File: config.mk
export PLATFORM = sky130hd
export DESIGN_NAME = mem_arbiter
export DESIGN_NICKNAME = d
export VERILOG_FILES = /design/src/rtl/mem_arbiter.sv
export SDC_FILE = /design/constraint.sdc
export NUM_CORES = 1
export LEC_CHECK = 0
export CORE_MARGIN = 5
export CORE_UTILIZATION = 25
export CTS_CLUSTER_SIZE = 10
export DETAILED_ROUTE_END_ITERATION = 10
export REMOVE_ABC_BUFFERS = 1
export SLEW_MARGIN = 0
export SYNTH_ARGS = -nofsm -noshare
export SYNTH_HDL_FRONTEND = slang
export SYNTH_SLANG_ARGS = --single-unit
File: constraint.sdc
create_clock -name clk_i -period 5.07 [get_ports clk_i]
set_clock_uncertainty 0.15 [all_clocks]
set_input_delay 1.014 -clock clk_i [delete_from_list [all_inputs] [get_ports clk_i]]
set_output_delay 1.014 -clock clk_i [all_outputs]
set_load 0.01 [all_outputs]
File: src/rtl/mem_arbiter.sv
// Purpose: round-robin sharing of one single-port memory between instruction fetch and load/store.
// Latency: accept -> mem_req next cycle -> response pulse 3 cycles after accept minimum; one access in flight.
// Backpressure: ready is offered only in IDLE to the selected requester; memory stalls are bounded by a watchdog.
module mem_arbiter #(
    parameter int XLEN    = 32,
    parameter int TIMEOUT = 16
) (
    input  logic              clk_i,
    input  logic              rstn_i,
    input  logic              ireq_valid_i,
    output logic              ireq_ready_o,
    input  logic [XLEN-1:0]   ireq_addr_i,
    output logic              irsp_valid_o,
    output logic [XLEN-1:0]   irsp_data_o,
    output logic              irsp_err_o,
    input  logic              dreq_valid_i,
    output logic              dreq_ready_o,
    input  logic              dreq_we_i,
    input  logic [XLEN-1:0]   dreq_addr_i,
    input  logic [XLEN-1:0]   dreq_wdata_i,
    input  logic [XLEN/8-1:0] dreq_strb_i,
    output logic              drsp_valid_o,
    output logic [XLEN-1:0]   drsp_data_o,
    output logic              drsp_err_o,
    output logic              mem_req_o,
    output logic              mem_we_o,
    output logic [XLEN-1:0]   mem_addr_o,
    output logic [XLEN-1:0]   mem_wdata_o,
    output logic [XLEN/8-1:0] mem_strb_o,
    input  logic              mem_gnt_i,
    input  logic              mem_rvalid_i,
    input  logic [XLEN-1:0]   mem_rdata_i
);
    localparam int SW = XLEN / 8;
    localparam int CW = $clog2(TIMEOUT + 1);

    typedef enum logic [1:0] {IDLE = 2'd0, REQ = 2'd1, RESP = 2'd2} state_t;
    state_t state_q, state_d;

    logic            owner_q;      // 1: data port owns the current access
    logic            last_data_q;  // 1: data port was granted last
    logic [CW-1:0]   cnt_q;
    logic            we_q;
    logic [XLEN-1:0] addr_q, wdata_q;
    logic [SW-1:0]   strb_q;
    logic            irsp_valid_q, irsp_err_q, drsp_valid_q, drsp_err_q;
    logic [XLEN-1:0] irsp_data_q, drsp_data_q;

    logic            sel_i, sel_d, accept, misalign, done, abort;
    logic            rsp_fire, rsp_err, rsp_to_data;
    logic [XLEN-1:0] rsp_data;

    // Arbitration: only while idle; on a tie the port not granted last wins.
    always_comb begin
        sel_i = 1'b0;
        sel_d = 1'b0;
        if (state_q == IDLE) begin
            if (ireq_valid_i && dreq_valid_i) begin
                sel_d = !last_data_q;
                sel_i = last_data_q;
            end else begin
                sel_i = ireq_valid_i;
                sel_d = dreq_valid_i;
            end
        end
    end

    assign accept   = sel_i | sel_d;
    assign misalign = sel_i && (ireq_addr_i[1:0] != 2'b00);
    assign done     = (state_q == RESP) && mem_rvalid_i;
    // Last allowed cycle of the access went by without a completion.
    assign abort    = (state_q != IDLE) && !done && (cnt_q == CW'(TIMEOUT - 1));

    // Next state and the response to be registered for the owning port.
    always_comb begin
        state_d     = state_q;
        rsp_fire    = 1'b0;
        rsp_err     = 1'b0;
        rsp_to_data = owner_q;
        rsp_data    = '0;
        case (state_q)
            IDLE: begin
                if (accept) begin
                    if (misalign) begin
                        rsp_fire    = 1'b1;
                        rsp_err     = 1'b1;
                        rsp_to_data = 1'b0;
                    end else begin
                        state_d = REQ;
                    end
                end
            end
            REQ: begin
                if (abort) begin
                    state_d  = IDLE;
                    rsp_fire = 1'b1;
                    rsp_err  = 1'b1;
                end else if (mem_gnt_i) begin
                    state_d = RESP;
                end
            end
            RESP: begin
                if (abort) begin
                    state_d  = IDLE;
                    rsp_fire = 1'b1;
                    rsp_err  = 1'b1;
                end else if (mem_rvalid_i) begin
                    state_d  = IDLE;
                    rsp_fire = 1'b1;
                    rsp_data = we_q ? '0 : mem_rdata_i;
                end
            end
            default: state_d = IDLE;
        endcase
    end

    // State register.
    always_ff @(posedge clk_i) begin
        if (!rstn_i) state_q <= IDLE;
        else         state_q <= state_d;
    end

    // Capture the winning request; fetches are forced to full-word reads.
    always_ff @(posedge clk_i) begin
        if (!rstn_i) begin
            owner_q     <= 1'b0;
            last_data_q <= 1'b0;
            we_q        <= 1'b0;
            addr_q      <= '0;
            wdata_q     <= '0;
            strb_q      <= '0;
        end else if (accept) begin
            owner_q     <= sel_d;
            last_data_q <= sel_d;
            we_q        <= sel_d & dreq_we_i;
            addr_q      <= sel_d ? dreq_addr_i : ireq_addr_i;
            wdata_q     <= sel_d ? dreq_wdata_i : '0;
            strb_q      <= sel_d ? dreq_strb_i : '1;
        end
    end

    // Watchdog: restarts when an access is launched, counts every busy cycle.
    always_ff @(posedge clk_i) begin
        if (!rstn_i)                  cnt_q <= '0;
        else if (accept && !misalign) cnt_q <= '0;
        else if (state_q != IDLE)     cnt_q <= cnt_q + CW'(1);
    end

    // Response registers: single-cycle valid pulses, data/err held until the next response.
    always_ff @(posedge clk_i) begin
        if (!rstn_i) begin
            irsp_valid_q <= 1'b0;
            irsp_err_q   <= 1'b0;
            irsp_data_q  <= '0;
            drsp_valid_q <= 1'b0;
            drsp_err_q   <= 1'b0;
            drsp_data_q  <= '0;
        end else begin
            irsp_valid_q <= 1'b0;
            drsp_valid_q <= 1'b0;
            if (rsp_fire) begin
                if (rsp_to_data) begin
                    drsp_valid_q <= 1'b1;
                    drsp_err_q   <= rsp_err;
                    drsp_data_q  <= rsp_data;
                end else begin
                    irsp_valid_q <= 1'b1;
                    irsp_err_q   <= rsp_err;
                    irsp_data_q  <= rsp_data;
                end
            end
        end
    end

    assign ireq_ready_o = sel_i;
    assign dreq_ready_o = sel_d;
    assign irsp_valid_o = irsp_valid_q;
    assign irsp_err_o   = irsp_err_q;
    assign irsp_data_o  = irsp_data_q;
    assign drsp_valid_o = drsp_valid_q;
    assign drsp_err_o   = drsp_err_q;
    assign drsp_data_o  = drsp_data_q;
    assign mem_req_o    = (state_q == REQ);
    assign mem_we_o     = we_q;
    assign mem_addr_o   = addr_q;
    assign mem_wdata_o  = wdata_q;
    assign mem_strb_o   = strb_q;
endmodule

==> flow_summary.ini <==
[die]
fp.dieArea_sq_um = 25560
coreArea_sq_um = 21960
start_util = 0.2557
die_y_microns = 159.9
die_x_microns = 159.9
rows = 54
num_io_pins = 279

[setup_path]
crit_slowest_cell = clkdlybuf4s50_1
crit_family = buffers and inverters
cp-start-kind = input pin
r2r_slack_ps = 1940
crit_arrival_ps = 2600
r2r-end = drsp_data_o[26]
worst_r2r_path_depth = 7
slowest_delay_ps = 580
reg2reg_from = state_q[0]
crit_top_cell = clkdlybuf4s50_1
worstSetupEndpointType = output pin
required_ps = 3910
critPathKind = input pin to output pin
critPathBufInv = 3
crit_path_max_fanout = 5
path_cells = clkdlybuf4s50_1 -> nand2_1 -> a21o_1 -> inv_2 -> clkdlybuf4s50_1

[placed_design]
hpwl_microns = 13050
place.gp.congestion = 0.7234
io_buffers = 278
post-place-cells = 1073

[global_routing]
grt_antenna_before_repair = 0
grtUsageMet1 = 0.1881
met2_usage = 0.2121
grt_pass1_vias = 5118
grt_pass1_wl_microns = 29450
grt_use_met3 = 0.06856
grt_max_degree = 88
grt.overflow.total = 0
busiest_layer = met2
grt_usage = 0.1430

[logic_synthesis]
syn_area_sq_um = 5615
ys_ff_latch = 145
synthCells = 552
ys.warnings.count = 0
avgSynthCellArea_sq_um = 10.17
ys_types = 34
yosysSeqAreaShare = 0.5169

[worst_hold_path]
hold_depth = 2
holdPathEnd = drsp_data_o[21]
hold_start = drsp_data_o[21]
hold_class = flop to flop

[clock_network]
cts_buffers = 17
postCtsHoldBufs = 0
root_buffer = clkbuf_16
cts.repair.resized = 0
cts_max_level = 4
clock_latency_ps = 410
post-cts-setup-buffers = 0
cts_tree = built
clock_path_buffers = 2
path_clk_slew_ps = 60
cts_sinks = 145

[routing]
firstDrtPassIters = 6
initialDrtViolationCount = 337
wirelength_microns = 18690
vias_per_cell = 4.503
ant_nets = 0
drcViolationCount = 0
num_vias = 4971
wl_per_cell_microns = 16.93

[cells_and_area]
drive_gt1_frac = 0.06068
stdcell_count = 1104
final_common_cell = clkdlybuf4s50_1
design.final.nets = 958
area_growth_pct = 64.13
layout.cells.most_common_list = clkdlybuf4s50_1 (277), dfxtp_1 (145), nand2_1 (104), nor2b_1 (71), mux2i_1 (68)
diodes = 0

[pwr]
power_density_nw_per_um2 = 394.1
power_mw = 3.632
vdd_drop_max_mv = 0.1895
p_leak_nw = 3.365

[timing]
fmax_mhz = 265.4
worstMarginPinSlew_ps = 982.7
report.final.slew_viol_count = 0
setup_viol = 0
period_share = 0.7432
rsz0062_at_grt = no
finalCriticalPeriod_ps = 3768
hold_violations = 0
max_slew_margin = 0.3424
fin_tns_setup_ps = 0
holdWs_ps = 309.0

[outcome]
status = complete, no violations

[run]
maxCapViolCount = 0
==> cells in the mapped netlist <==
library cell / n / share of area
dfxtp_1: 145 / 0.52
nand2_1: 104 / 0.070
nor2b_1: 71 / 0.079
mux2i_1: 68 / 0.12
a22oi_1: 33 / 0.044
a222oi_1: 32 / 0.057
clkbuf_1: 25 / 0.017
nor2_1: 11 / 0.0074
buf_2: 8 / 0.0071
ha_1: 7 / 0.016
inv_1: 6 / 0.0040
buf_1: 4 / 0.0027
buf_6: 4 / 0.0080
o21ai_0: 4 / 0.0036
o221a_2: 4 / 0.0080
buf_4: 3 / 0.0040
nor3b_1: 3 / 0.0040
and2_1: 2 / 0.0022
and3_1: 2 / 0.0022
xor2_1: 2 / 0.0031
a211oi_1: 1 / 0.0013
a21o_1: 1 / 0.0013
a21oi_1: 1 / 0.00089
a22oi_4: 1 / 0.0038
a311oi_1: 1 / 0.0016
and4b_1: 1 / 0.0018
nand2_2: 1 / 0.0011
nand2b_1: 1 / 0.0011
nand4b_1: 1 / 0.0016
nor3_4: 1 / 0.0029
o211ai_1: 1 / 0.0013
o22a_1: 1 / 0.0016
o31a_1: 1 / 0.0016
xnor2_1: 1 / 0.0016
==> tightest hold or removal path, cell delays in order, from the launching register on <==
cell     delay (ps)
dfxtp_1         310
nand2_1          50
mux2i_1          50
==> area by class of cell <==
| class | count | area [sq um] |
|---|---|---|
| clock buffers | 19 | 442.9 |
| well taps | 280 | 350.3 |
| flip-flops and latches | 145 | 2903 |
| clock inverters | 12 | 158.9 |
| repair buffers | 285 | 2845 |
| multi-input cells | 357 | 2494 |
| inverters | 6 | 22.52 |
| fillers | 2161 | 12740 |
==> worst max-delay path by stage <==
stage                         endpoint  slack, ps  depth (start not counted)    startpoint
final                     dreq_ready_o       1300                          5  dreq_valid_i
after global routing      dreq_ready_o       1190                          5  dreq_valid_i
after CTS                 dreq_ready_o       1280                          5  dreq_valid_i
after detailed placement  dreq_ready_o       1280                          5  dreq_valid_i
after global placement    dreq_ready_o       1270                          5  dreq_valid_i
after floorplan               cnt_q[0]       -640                          3  dreq_valid_i
==> kinds of logic (layout without fill, tap and decap cells) <==
family,after synthesis,count (layout),share of synthesized area
xor gates and xnor gates,3,3,0.004680
muxes,68,68,0.1212
and+or+nand+nor,198,198,0.1729
buffers and inverters,50,322,0.04256
adders and majority gates,7,7,0.01560
AOI/OAI and AO/OA,81,81,0.1261
DFF,145,145,0.5169
==> registers in the layout (all words and copies together), names as in the netlist <==
name and flops:
drsp_data_o 32, irsp_data_o 32, mem_addr_o 32, mem_wdata_o 32, cnt_q 5, mem_strb_o 4
state_q 2, drsp_err_o 1, drsp_valid_o 1, irsp_err_o 1, irsp_valid_o 1, last_data_q 1
mem_we_o 1
==> stage by stage <==
stage | setup slack, ps | utilization | cell area [sq um]
3_5_place_dp | 1285 | 0.3923 | 8615
4_1_cts | 1282 | 0.4197 | 9216
3_3_place_gp | 1274 | 0.3923 | 8615
5_1_grt | 1192 | 0.4197 | 9216
6_report | 1302 | 0.4197 | 9216
2_1_floorplan | -637.1 | - | 5399
==> metal layers <==
metal | wire length (microns) | vias to the layer above | share of wire
met5 | 0 | - | 0
met4 | 120 | 0 | 0.0064
met3 | 1827 | 10 | 0.098
met2 | 7859 | 210 | 0.42
met1 | 8882 | 2287 | 0.48
li1 | - | 2464 | -
==> power breakdown <==
part	internal, mW	switching (mW)	total (mW)
registers	1.26	0.0650	1.32
logic	0.519	0.495	1.01
clock network	0.788	0.505	1.29
Power figures use the tool's default switching activity.
